## src/rtl/frame_sequencer_if.sv

```systemverilog
// Frame-mode register bus and frame-sequencer strobe outputs.
// The CPU side drives writes/acks; the sequencer drives strobes, IRQ and step index.
interface frame_sequencer_if;
    logic       wr_en;
    logic [7:0] wr_data;
    logic       irq_ack;
    logic       qtr_clk;
    logic       hlf_clk;
    logic       frame_irq;
    logic [2:0] step_idx;

    modport master (
        output wr_en, wr_data, irq_ack,
        input  qtr_clk, hlf_clk, frame_irq, step_idx
    );

    modport slave (
        input  wr_en, wr_data, irq_ack,
        output qtr_clk, hlf_clk, frame_irq, step_idx
    );
endinterface

```

## src/rtl/frame_sequencer.sv

```systemverilog
// APU frame sequencer: divides apu_clk into steps and issues quarter/half-frame strobes.
// Optional macro FRAME_IRQ_EN adds the 4-step frame interrupt (irq_inhibit, irq_ack).
module frame_sequencer #(
    parameter int STEP_PERIOD = 3728,
    parameter int DIV_W       = 16
) (
    input  logic               apu_clk,
    input  logic               rst,
    frame_sequencer_if.slave   bus
);

    logic [DIV_W-1:0] div_q, div_d;
    logic [2:0]       step_q, step_d;
    logic             qtr_q, qtr_d;
    logic             hlf_q, hlf_d;
    logic             mode_q, mode_d;
    logic             div_last_s;
    logic             unused_s;

    assign div_last_s = (div_q == DIV_W'(STEP_PERIOD - 1));

    // Next-state for divider, step index, mode and strobes; a write overrides step completion.
    always_comb begin
        div_d  = div_q + DIV_W'(1);
        step_d = step_q;
        qtr_d  = 1'b0;
        hlf_d  = 1'b0;
        mode_d = mode_q;
        if (bus.wr_en) begin
            mode_d = bus.wr_data[7];
            div_d  = {DIV_W{1'b0}};
            step_d = 3'd0;
            qtr_d  = bus.wr_data[7];
            hlf_d  = bus.wr_data[7];
        end else if (div_last_s) begin
            div_d = {DIV_W{1'b0}};
            if (mode_q) begin
                qtr_d  = (step_q != 3'd3);
                hlf_d  = (step_q == 3'd1) || (step_q == 3'd4);
                step_d = (step_q >= 3'd4) ? 3'd0 : step_q + 3'd1;
            end else begin
                qtr_d  = 1'b1;
                hlf_d  = (step_q == 3'd1) || (step_q == 3'd3);
                step_d = (step_q >= 3'd3) ? 3'd0 : step_q + 3'd1;
            end
        end else begin
            div_d = div_q + DIV_W'(1);
        end
    end

    // State registers for divider, step index, mode and strobes.
    always_ff @(posedge apu_clk or posedge rst) begin
        if (rst) begin
            div_q  <= {DIV_W{1'b0}};
            step_q <= 3'd0;
            qtr_q  <= 1'b0;
            hlf_q  <= 1'b0;
            mode_q <= 1'b0;
        end else begin
            div_q  <= div_d;
            step_q <= step_d;
            qtr_q  <= qtr_d;
            hlf_q  <= hlf_d;
            mode_q <= mode_d;
        end
    end

    assign bus.qtr_clk  = qtr_q;
    assign bus.hlf_clk  = hlf_q;
    assign bus.step_idx = step_q;

`ifdef FRAME_IRQ_EN
    logic irq_q, irq_d;
    logic inh_q, inh_d;
    logic irq_set_s;

    assign irq_set_s = !bus.wr_en && div_last_s && !mode_q && (step_q == 3'd3) && !inh_q;

    // Frame IRQ: set beats ack; an inhibiting write clears it.
    always_comb begin
        irq_d = irq_q;
        inh_d = inh_q;
        if (bus.wr_en) begin
            inh_d = bus.wr_data[6];
            if (bus.wr_data[6] || bus.irq_ack) begin
                irq_d = 1'b0;
            end else begin
                irq_d = irq_q;
            end
        end else if (irq_set_s) begin
            irq_d = 1'b1;
        end else if (bus.irq_ack) begin
            irq_d = 1'b0;
        end else begin
            irq_d = irq_q;
        end
    end

    // IRQ flag and inhibit registers.
    always_ff @(posedge apu_clk or posedge rst) begin
        if (rst) begin
            irq_q <= 1'b0;
            inh_q <= 1'b0;
        end else begin
            irq_q <= irq_d;
            inh_q <= inh_d;
        end
    end

    assign bus.frame_irq = irq_q;
    assign unused_s      = ^bus.wr_data[5:0];
`else
    assign bus.frame_irq = 1'b0;
    assign unused_s      = ^{bus.wr_data[6:0], bus.irq_ack};
`endif

endmodule

```

## src/flat_wrapper.sv

```systemverilog
// flat-port wrapper written by rule: the top's interface ports become plain ports
module frame_sequencer_flat 
#(
    parameter int STEP_PERIOD = 3728,
    parameter int DIV_W       = 16
)
  (apu_clk, rst, bus_wr_en, bus_wr_data, bus_irq_ack, bus_qtr_clk, bus_hlf_clk, bus_frame_irq, bus_step_idx);
  frame_sequencer_if bus_i ();
  input  logic apu_clk;
  input  logic rst;
  input wire logic [$bits(bus_i.wr_en)-1:0] bus_wr_en;
  input wire logic [$bits(bus_i.wr_data)-1:0] bus_wr_data;
  input wire logic [$bits(bus_i.irq_ack)-1:0] bus_irq_ack;
  output wire logic [$bits(bus_i.qtr_clk)-1:0] bus_qtr_clk;
  output wire logic [$bits(bus_i.hlf_clk)-1:0] bus_hlf_clk;
  output wire logic [$bits(bus_i.frame_irq)-1:0] bus_frame_irq;
  output wire logic [$bits(bus_i.step_idx)-1:0] bus_step_idx;
  assign bus_i.wr_en = bus_wr_en;
  assign bus_i.wr_data = bus_wr_data;
  assign bus_i.irq_ack = bus_irq_ack;
  assign bus_qtr_clk = bus_i.qtr_clk;
  assign bus_hlf_clk = bus_i.hlf_clk;
  assign bus_frame_irq = bus_i.frame_irq;
  assign bus_step_idx = bus_i.step_idx;
  frame_sequencer #(.STEP_PERIOD(STEP_PERIOD), .DIV_W(DIV_W)) u_core (.apu_clk(apu_clk), .rst(rst), .bus(bus_i));
endmodule
```

## config.mk

```make
export PLATFORM = sky130hd
export DESIGN_NAME = frame_sequencer_flat
export DESIGN_NICKNAME = d
export VERILOG_FILES = /design/src/rtl/frame_sequencer_if.sv /design/src/rtl/frame_sequencer.sv /design/src/flat_wrapper.sv
export SDC_FILE = /design/constraint.sdc
export NUM_CORES = 1
export LEC_CHECK = 0
export CAP_MARGIN = 20
export CORE_MARGIN = 2
export CORE_UTILIZATION = 52
export DETAILED_ROUTE_END_ITERATION = 16
export PLACE_DENSITY = 0.78
export SLEW_MARGIN = 20
export SYNTH_ARGS = -nofsm -noshare
export SYNTH_HDL_FRONTEND = slang
export SYNTH_SLANG_ARGS = --single-unit
```

## constraint.sdc

```tcl
create_clock -name apu_clk -period 3.45 [get_ports apu_clk]
set_clock_uncertainty 0.2 [all_clocks]
set_input_delay 0.69 -clock apu_clk [delete_from_list [all_inputs] [get_ports apu_clk]]
set_output_delay 0.69 -clock apu_clk [all_outputs]
set_load 0.01 [all_outputs]
```

# Yosys cells after proc, flatten, opt, wreduce, memory -nomap -nowiden
# Index checks and enable logic that the tools add are counted.
# totals
latchBits	0
rom_bits	0
out_inout_bits	6
word_cells	30
in_bits	12
n_memories	0
ramBits	0
reg_bits	22
# op_classes
bitwise_logic	0
n_lt_le_gt_ge	2
shift	0
n_div	0
addsub	2
n_mux	13
n_mul	0
eq_ne	5
n_reduce_logical	3
# ops
operator	count
$mux 16	2
$add 16x1->16 const B	1
$eq 16x12->1 const B	1
$mux 3	5
$mux 1	6
$add 3x1->3 const B	1
$eq 3x1->1 const B	1
$eq 3x2->1 const B	1
$eq 3x3->1 const B	1
$ge 3x2->1 const B	1
$ge 3x3->1 const B	1
$ne 3x2->1 const B	1
$logic_or 1x1->1	2
$reduce_bool 2->1	1

# Longest topological paths before layout
# Gate-level depths: netlist of the first run.
# logic_depth
word_depth	5
ltp_mapped	8
ltp_nobuf	6

# Worst setup path after synthesis of the first run
# No wires, ideal clock.
# synth_timing
path_kind	register -> register
startpoint	register u_core.div_q[14]
endpoint	register u_core.step_q[0] (netlist: u_core.bus.step_idx[0])
arrival_ns	2.116
n_path_buf	1
setup_time_ns	0.078
synth_period_minus_slack_ns	2.394
path_stages_with_launch	6
slack_ns	1.056
t_required_ns	3.172
path_cell_list	dfrtp_1 > or4_1 > or4_1 > buf_2 > or4_1 > a21oi_1
# synth_between
elab_chain_len	2
# synth_rtl
item	line_no	rtl
start, declared	frame_sequencer.sv:12	logic [DIV_W-1:0] div_q, div_d;
start signal, assigned	frame_sequencer.sv:54	div_q <= {DIV_W{1'b0}};
start signal, assigned	frame_sequencer.sv:60	div_q <= div_d;
$eq 16x12->1	frame_sequencer.sv:20	assign div_last_s = (div_q == DIV_W'(STEP_PERIOD - 1));
$reduce_bool 2->1 (no source line)	n/a	
end signal, assigned	frame_sequencer.sv:61	step_q <= step_d;
end, declared	frame_sequencer.sv:13	logic [2:0] step_q, step_d;
# Every way passes these cells.
# A chain may end at the register's enable or synchronous reset.

# Worst setup path after layout of the first run
# Same ends and word-level chain as after synthesis.

==> results of run 1 <==
cell usage in the layout, fill, tap and decap left out, types with 2 or more instances in the layout:
| cell | synthesis | final |
|---|---|---|
| inv_1 | 10 | 10 |
| nand2_1 | 6 | 6 |
| nor3_1 | 4 | 4 |
| nor4_1 | 4 | 4 |
| o31ai_1 | 2 | 2 |
| ha_1 | 6 | 6 |
| a211oi_1 | 2 | 2 |
| nand4_1 | 4 | 4 |
| or4_1 | 3 | 3 |
| nand3_1 | 4 | 4 |
| o21ai_0 | 2 | 2 |
| clkdlybuf4s50_1 | 0 | 8 |
| a21oi_1 | 3 | 3 |
| xnor2_1 | 12 | 12 |
| dfrtp_1 | 22 | 22 |
| nor2_1 | 21 | 21 |
| clkbuf_4 | 0 | 3 |
logic make-up after synthesis:
group	count (synthesis)
AO/OA/AOI/OAI	12
XOR/XNOR	13
adder cells (fa/ha/maj)	6
buffers and inverters	15
flip-flops	22
multiplexers	1
other	1
AND/OR/NAND/NOR	52
worst reg2reg max path: stages, from the launching register on:
cell and delay (ns):
dfrtp_1 0.44, or4_1 0.52, or4_1 0.66, or4_1 0.52
a21oi_1 0.16
layout make-up:
type,count,area share
Multi-Input combinational cell,85,0.421
Inverter,10,0.0291
Sequential cell,22,0.427
Tap cell,28,0.0272
Clock buffer,4,0.0281
Timing Repair Buffer,9,0.0679
registers in the layout, summed over array words and instances, names as in the netlist:
register,cells
u_core.bus.step_idx,3
u_core.bus.qtr_clk,1
u_core.bus.hlf_clk,1
u_core.mode_q,1
u_core.div_q,16
worst paths after layout:
| check | start | depth (start not counted) | slack, ns | end |
|---|---|---|---|---|
| max | u_core.div_q[14]$_DFF_PP0_ | 4 | 0.89 | u_core.bus.step_idx[0]$_DFFE_PP0P_ |
| min | u_core.div_q[0]$_DFF_PP0_ | 1 | 0.30 | u_core.div_q[0]$_DFF_PP0_ |
| max reg2reg | u_core.div_q[14]$_DFF_PP0_ | 4 | 0.89 | u_core.bus.step_idx[0]$_DFFE_PP0P_ |
| min reg2reg | u_core.div_q[0]$_DFF_PP0_ | 1 | 0.30 | u_core.div_q[0]$_DFF_PP0_ |
| max in group asynchronous | rst | 2 | 1.95 | u_core.div_q[14]$_DFF_PP0_ |
| min in group asynchronous | rst | 2 | 0.62 | u_core.mode_q$_DFFE_PP0P_ |
power groups by stage:
stage / clock network [mW] / logic (mW) / registers [mW]
2_1_floorplan: 0 / 0.0165 / 0.272
3_3_place_gp: 0 / 0.0249 / 0.272
3_5_place_dp: 0 / 0.0254 / 0.273
4_1_cts: 0.142 / 0.0253 / 0.268
5_1_grt: 0.150 / 0.0288 / 0.269
6_report: 0.137 / 0.0246 / 0.268
per-layer routing:
metal | track usage | up-vias
met5 | 0 | -
met4 | 0.0315 | 0
met3 | 0.0526 | 2
met2 | 0.264 | 11
met1 | 0.236 | 419
li1 | - | 428
==> results_dict.tcl, run 1 <==
set metrics [dict create \
    num_vias 860 \
    place_worst_setup_slack_ns 0.917 \
    grt_overflow 0 \
    wl_per_cell_um 11.6 \
    finalWorstPathRequiredPeriod_ns 2.56 \
    power_density_nw_per_um2 333 \
    hold_slack_ns 0.305 \
    iteration_0_drc_count_of_the_detailed_router 10 \
    post-route-worst-setup-slack_ns 0.892 \
    via_density_per_instance 5.44 \
    fp.dieW_um 51.2 \
    ys_warn_count 0 \
    status "completed" \
    ctsHtreeMaxLevel 1 \
    cts_sinks 22 \
    ctsRootBufferMaster "clkbuf_4" \
    cpMostUsedCell "or4_1" \
    netSwitchingFraction 0.215 \
    timing.critical_path.from_type "register" \
    fin_crit_sh 0.742 \
    mappedNetlistNets 140 \
    fp.dieArea_um2 2620 \
    total_power_mw 0.429 \
    post_synth.cell_area_avg_um2 9.49 \
    postcts_resize_cnt 0 \
    fin_nets 149 \
    ys_types 30 \
    synthDominantCellAreaShare 0.476 \
    finalHoldViolations 0 \
    worst-path-buf-inv 0 \
    synth_edf_count 0 \
    multi_input_comb_area_um2 543 \
    final_cell_count_no_fill 158 \
    synth_flop_cell "dfrtp_1" \
    antenna_violations_before_repair 0 \
    placementRows 17 \
    post_synth_fa_ha_maj_area_fraction 0.0649 \
    stdcell_area_um2 1290 \
    port-buffer-count 8 \
    seqCellArea_um2 551 \
    layout.filler_cells 192 \
    p_int_mw 0.337 \
    netlist_top_cells_count "dfrtp_1 (22), nor2_1 (21), xnor2_1 (12)" \
    tightestPinTransition_ns 0.781 \
    worst_ep_required_time_ns 3.48 \
    timing.hold.worst.class "register to register" \
    grt_setup_unrepaired "no" \
    clock.fmax_ghz 0.391 \
    placed_cells_incl_taps 154 \
    syn_area_um2 1160 \
    relSlewSlack 0.479 \
    start_util 0.539 \
    ys_top_cells_by_area "dfrtp_1 (48%), xnor2_1 (9.1%), nor2_1 (6.8%)" \
    yosys.area_share.simple 0.224 \
    first_pass_iters 4 \
    number_of_cts_inserted_buffers 3 \
    final_util 0.600 \
    worst_path_max_delay_cell "or4_1" \
    worst_path_arrival_time_ns 2.59 \
    routabilityCongestion 0.805 \
    setup_violations 0 \
    share_clk_of_total_power 0.319 \
    post_synth_xor_area_fraction 0.0984 \
    maxCapViolations 0 \
    area_delta_synth_final_pct 11.5 \
    drv_slew 0 \
    crit_path_end_kind "register" \
    clk_pin_slew_worst_paths_ns 0.11 \
    crit_chain "or4_1 > or4_1 > or4_1 > a21oi_1" \
    insertion_delay_ns 0.30 \
    io_pins 18 \
    wl_met3_um 64 \
    placement.cell_area_um2 1250 \
    wirelength_um 1840 \
    cts_tree "done" \
    critical-path-max-stage-delay_ns 0.66 \
    cpLargestDelayFamily "simple AND/OR/NAND/NOR gates" \
    first_global_vias 805 \
    synth-compound-area-share 0.0692 \
    antenna_violating_nets_post_route 0 \
    yosys-mux-area-fraction 0.00973 \
    global_route.usage.total 0.170 \
    synth_sequential_area_ratio 0.476 \
    grt_max_degree 23 \
    ant_cells 0 \
    timing.setup.critical_path_class "register to register" \
    share_seq_of_total_power 0.624 \
    final.setup.tns_ns 0 \
    dp_hpwl_um 1370 \
    switchingPower_mw 0.0921 \
    wl_met2_um 841 \
    detail_route.drc_violations 0 \
    max-clock-path-buffers 2 \
    post-synth-top-area-cell "dfrtp_1" \
    synthCells 122 \
    dieHeight_um 51.2 \
    grt_first_pass_wirelength_um 3380 \
    placeableCoreArea_um2 2150 \
    maximum_ir_drop_on_the_vdd_rail_mv 0.383 \
    post_route_cells_drive_above_1_share 0.0538 \
    synth.ff_latch_count 22 \
    post-synth-top-count-cell "dfrtp_1" \
    postCtsSetupBuffers 0 \
    synth_top_family_by_area "simple AND/OR/NAND/NOR gates" \
    top_layer_reached_by_signal_wires "met4" \
    wirelength_met1_um 922 \
    p_leak_nw 0.528 \
    proportion_of_synthesized_flip_flops_having_asynchronous_set_or_reset 1.00 \
    cts.hold.buffers_added 0 \
    comb_power_share 0.057 \
    critical_path.max_fanout 7 \
]
Note: power is estimated with default switching activity, not from simulation.
==> run 2, diff against run 1 <==
--- a/config.mk
+++ b/config.mk
@@ -7,9 +7,9 @@
 export LEC_CHECK = 0
 export CAP_MARGIN = 20
 export CORE_MARGIN = 2
-export CORE_UTILIZATION = 52
+export CORE_UTILIZATION = 47
 export DETAILED_ROUTE_END_ITERATION = 16
-export PLACE_DENSITY = 0.78
+export PLACE_DENSITY = 0.74
 export SLEW_MARGIN = 20
 export SYNTH_ARGS = -nofsm -noshare
 export SYNTH_HDL_FRONTEND = slang
==> constraint.sdc (replaced) <==
create_clock -name apu_clk -period 2.2 [get_ports apu_clk]
set_clock_uncertainty 0.2 [all_clocks]
set_input_delay 0.44 -clock apu_clk [delete_from_list [all_inputs] [get_ports apu_clk]]
set_output_delay 0.44 -clock apu_clk [all_outputs]
set_load 0.01 [all_outputs]
==> results_dict.tcl, run 2 (same netlist as run 1, synthesis figures left out) <==
set metrics [dict create \
    grt_overflow 0 \
    minimum_setup_slack_among_reg_to_reg_paths_ns -0.12 \
    largest_register_ff_count 16 \
    wirelength_um 2380 \
    fp.dieArea_um2 2880 \
    power_density_nw_per_um2 469 \
    crit_chain "or4b_1 > or4_4 > buf_6 > nand2b_4 > mux2_4" \
    max-clock-path-buffers 2 \
    start_util 0.509 \
    grt_setup_unrepaired "yes" \
    finalWorstPathRequiredPeriod_ns 2.32 \
    finalHoldViolations 0 \
    ant_cells 0 \
    grt_max_degree 23 \
    via_density_per_instance 5.41 \
    first_global_vias 958 \
    grt_first_pass_wirelength_um 4040 \
    p_leak_nw 0.627 \
    post_route_cells_drive_above_1_share 0.218 \
    seqCellArea_um2 551 \
    most-common-layout-cells "dfrtp_1 (22), nor2_1 (16), buf_4 (16)" \
    layout.filler_cells 182 \
    worst_path_arrival_time_ns 2.33 \
    cts.hold.buffers_added 0 \
    placementRows 17 \
    layout.cells.most_common "dfrtp_1" \
    maximum_ir_drop_on_the_vdd_rail_mv 0.317 \
    fin_nets 166 \
    insertion_delay_ns 0.30 \
    total_power_mw 0.690 \
    global_route.usage.total 0.196 \
    ctsRootBufferMaster "clkbuf_4" \
    critical_path.max_fanout 4 \
    clock.fmax_ghz 0.431 \
    io_pins 18 \
    antenna_violations_before_repair 0 \
    timing.hold.worst.class "input pin to asynchronous set/reset pin" \
    antenna_violating_nets_post_route 0 \
    fp.dieW_um 53.6 \
    multi_input_comb_area_um2 589 \
    post-route-worst-setup-slack_ns -0.122 \
    final_cell_count_no_fill 175 \
    iteration_0_drc_count_of_the_detailed_router 13 \
    critical-path-max-stage-delay_ns 0.56 \
    detail_route.drc_violations 0 \
    placement.cell_area_um2 1360 \
    crit_path_end_kind "register" \
    violations "negative setup slack" \
    cts_sinks 22 \
    routabilityCongestion 0.766 \
    most_flops_register "u_core.div_q" \
    timing.setup.critical_path_class "register to register" \
    status "finished, violations left" \
    timing.critical_path.from_type "register" \
    dieHeight_um 53.6 \
    setup_violations 14 \
    maxCapViolations 0 \
    final.setup.tns_ns -0.454 \
    stdcell_area_um2 1470 \
    fin_crit_sh 1.06 \
    area_delta_synth_final_pct 27.1 \
    drv_slew 0 \
    placeableCoreArea_um2 2280 \
    dp_hpwl_um 1650 \
    number_of_cts_inserted_buffers 3 \
    wl_per_cell_um 13.6 \
    cts_tree "done" \
    ctsHtreeMaxLevel 1 \
    placed_cells_incl_taps 167 \
    num_vias 947 \
    first_pass_iters 4 \
    clk_pin_slew_worst_paths_ns 0.12 \
    worst_path_max_delay_cell "or4_4" \
    worst_ep_required_time_ns 2.20 \
    hold_slack_ns 0.254 \
    port-buffer-count 8 \
]
run 2: changes by cell type in the layout (fill, tap and decap cells not counted), moves of 2 or more:
cell / delta
buf_6: +2
nor2_2: +4
nor2_1: -5
buf_4: +15
run 2: path summary, 6_finish.rpt:
check                                               start                            endpoint  cells after the start
worst min-delay path                                  rst           u_core.div_q[2]$_DFF_PP0_                      3
max in group asynchronous                             rst           u_core.div_q[1]$_DFF_PP0_                      3
worst min register to register  u_core.div_q[0]$_DFF_PP0_           u_core.div_q[0]$_DFF_PP0_                      2
min in group apu_clk            u_core.div_q[0]$_DFF_PP0_           u_core.div_q[0]$_DFF_PP0_                      2
worst max register to register  u_core.div_q[4]$_DFF_PP0_  u_core.bus.step_idx[1]$_DFFE_PP0P_                      5
worst max-delay path            u_core.div_q[4]$_DFF_PP0_  u_core.bus.step_idx[1]$_DFFE_PP0P_                      5
run 2: repair_timing:
| item | in CTS | in global routing |
|---|---|---|
| cloned | 0 | 1 |
| setup endpoints to repair | 20 | 20 |
| pin swaps | 2 | 2 |
| setup buffers | 1 | 2 |
| resized for setup | 4 | 8 |
run 2: cell type report:
type,count,share of cell area
clock buffers,4,0.0247
inverters,10,0.0255
multi-input cells,85,0.401
flip-flops and latches,22,0.374
well taps,28,0.0238
repair buffers,26,0.151
run 2: critical path: cells and delay by family (launching register included):
kind	cells	cell delay, ns
mux	1	0.30
simple gates	3	1.19
buf+inv	1	0.15
flops	1	0.40
run 2: where the power goes:
group	internal [mW]	switching, mW
clock network	0.101	0.120
logic	0.0225	0.0274
registers	0.412	0.00731
total	0.536	0.155
run 2: stage by stage:
stage	utilization	setup WS, ns
6_report	0.647	-0.122
4_1_cts	0.627	-0.0875
3_3_place_gp	0.599	-0.0959
3_5_place_dp	0.599	-0.160
5_1_grt	0.647	-0.136
2_1_floorplan	-	-0.139
run 2: routing by layer:
| metal | global-route usage | part of all wire | up-vias |
|---|---|---|---|
| met1 | 0.235 | 0.43 | 464 |
| li1 | - | - | 461 |
| met2 | 0.368 | 0.52 | 18 |
| met4 | 0.0513 | 0.011 | 0 |
| met3 | 0.0250 | 0.034 | 4 |
| met5 | 0 | 0 | - |
==> run 3, diff against run 2 <==
--- a/config.mk
+++ b/config.mk
@@ -7,9 +7,10 @@
 export LEC_CHECK = 0
 export CAP_MARGIN = 20
 export CORE_MARGIN = 2
-export CORE_UTILIZATION = 47
+export CORE_UTILIZATION = 49
+export CTS_BUF_LIST = sky130_fd_sc_hd__clkbuf_2
 export DETAILED_ROUTE_END_ITERATION = 16
-export PLACE_DENSITY = 0.74
+export PLACE_DENSITY = 0.77
 export SLEW_MARGIN = 20
 export SYNTH_ARGS = -nofsm -noshare
 export SYNTH_HDL_FRONTEND = slang
==> results_dict.tcl, run 3 (same netlist as run 1, synthesis figures left out) <==
set metrics [dict create \
    placeableCoreArea_um2 2230 \
    violations "negative setup slack" \
    critical_path.max_fanout 3 \
    timing.hold.worst.class "input pin to asynchronous set/reset pin" \
    fp.dieW_um 52.6 \
    power_density_nw_per_um2 445 \
    maxCapViolations 0 \
    layout.cells.most_common "dfrtp_1" \
    area_delta_synth_final_pct 21.4 \
    iteration_0_drc_count_of_the_detailed_router 19 \
    number_of_cts_inserted_buffers 3 \
    max-clock-path-buffers 2 \
    final_util 0.629 \
    antenna_violating_nets_post_route 0 \
    grt_overflow 0 \
    clk_pin_slew_worst_paths_ns 0.20 \
    final_cell_count_no_fill 171 \
    most-common-layout-cells "dfrtp_1 (22), nor2_1 (21), buf_4 (13)" \
    largest_register_ff_count 16 \
    grt_setup_unrepaired "yes" \
    fin_crit_sh 1.04 \
    clock.fmax_ghz 0.435 \
    detail_route.drc_violations 0 \
    rr_startpoint "u_core.div_q[5]$_DFF_PP0_" \
    global_route.usage.total 0.191 \
    num_vias 941 \
    minimum_setup_slack_among_reg_to_reg_paths_ns -0.1 \
    post-route-worst-setup-slack_ns -0.0985 \
    drv_slew 0 \
    maximum_ir_drop_on_the_vdd_rail_mv 0.402 \
    ant_cells 0 \
    port-buffer-count 8 \
    dp_hpwl_um 1680 \
    fp.dieArea_um2 2770 \
    status "finished, violations left" \
    placed_cells_incl_taps 165 \
    final.setup.tns_ns -0.577 \
    cts_tree "done" \
    place_worst_setup_slack_ns -0.153 \
    dieHeight_um 52.6 \
    first_global_vias 928 \
    placement.cell_area_um2 1350 \
    setup_violations 18 \
    start_util 0.518 \
    finalHoldViolations 0 \
    ctsRootBufferMaster "clkbuf_2" \
    cts.hold.buffers_added 0 \
    timing.critical_path.from_type "register" \
    p_leak_nw 0.602 \
    grt_first_pass_wirelength_um 3840 \
    wirelength_um 2330 \
    grt_max_degree 23 \
    wl_per_cell_um 13.6 \
    worst_ep_required_time_ns 2.24 \
    placementRows 17 \
    insertion_delay_ns 0.32 \
    io_pins 18 \
    worstRegToRegCells 5 \
    fin_nets 162 \
    rr_endpoint "u_core.bus.step_idx[1]$_DFFE_PP0P_" \
    via_density_per_instance 5.50 \
    finalWorstPathRequiredPeriod_ns 2.30 \
    stdcell_area_um2 1410 \
    post_route_cells_drive_above_1_share 0.175 \
    timing.setup.critical_path_class "register to register" \
    hold_slack_ns 0.230 \
    routabilityCongestion 0.811 \
    ctsHtreeMaxLevel 1 \
    most_flops_register "u_core.div_q" \
    antenna_violations_before_repair 0 \
    cts_sinks 22 \
    first_pass_iters 4 \
    total_power_mw 0.626 \
    crit_path_end_kind "register" \
    worst_path_arrival_time_ns 2.34 \
]
## run 3: repair_timing
item | in CTS | in global routing
buffers inserted | 1 | 1
pin swaps | 1 | 2
endpoints found under the setup margin | 20 | 20
resized for setup | 2 | 4
endpoints found under the hold margin | 0 | 0
## run 3: layout make-up
class / count / area, µm²
Clock buffer: 3 / 15.0
Sequential cell: 22 / 551
Inverter: 10 / 37.5
Clock inverter: 1 / 3.75
Tap cell: 28 / 35.0
Multi-Input combinational cell: 85 / 574
Timing Repair Buffer: 22 / 189
Fill cell: 196 / 828
## run 3: worst max-delay path by stage
stage                                     from                            endpoint  slack [ns]  cells after the start
finish               u_core.div_q[5]$_DFF_PP0_  u_core.bus.step_idx[1]$_DFFE_PP0P_        -0.1                      5
global route         u_core.div_q[5]$_DFF_PP0_  u_core.bus.step_idx[0]$_DFFE_PP0P_       -0.13                      4
CTS                 u_core.div_q[14]$_DFF_PP0_  u_core.bus.step_idx[0]$_DFFE_PP0P_       -0.09                      4
detailed placement   u_core.div_q[4]$_DFF_PP0_  u_core.bus.step_idx[0]$_DFFE_PP0P_       -0.15                      4
global placement     u_core.div_q[4]$_DFF_PP0_  u_core.bus.step_idx[0]$_DFFE_PP0P_        -0.1                      4
floorplan            u_core.div_q[6]$_DFF_PP0_  u_core.bus.step_idx[0]$_DFFE_PP0P_       -0.14                      5
## run 3: worst max-delay path: stages (launching register included)
cell      delay (ns)
dfrtp_1         0.42
or4b_1          0.54
or4_4           0.54
buf_4           0.16
nand2b_4        0.07
mux2_4          0.29
## run 3: report_power, final
| group | switching (mW) | total [mW] | internal [mW] |
|---|---|---|---|
| clock | 0.120 | 0.159 | 0.0395 |
| sequential | 0.00732 | 0.420 | 0.413 |
| combinational | 0.0260 | 0.0462 | 0.0203 |
| total | 0.153 | 0.626 | 0.473 |
## run 3: routing by layer
metal,share of wire,wire length (µm),vias to the layer above,track usage
met5,0,0,-,0
met4,0.022,52,0,0.0855
met3,0.023,54,9,0.0286
met2,0.50,1170,15,0.348
met1,0.45,1050,463,0.216
li1,-,-,454,-
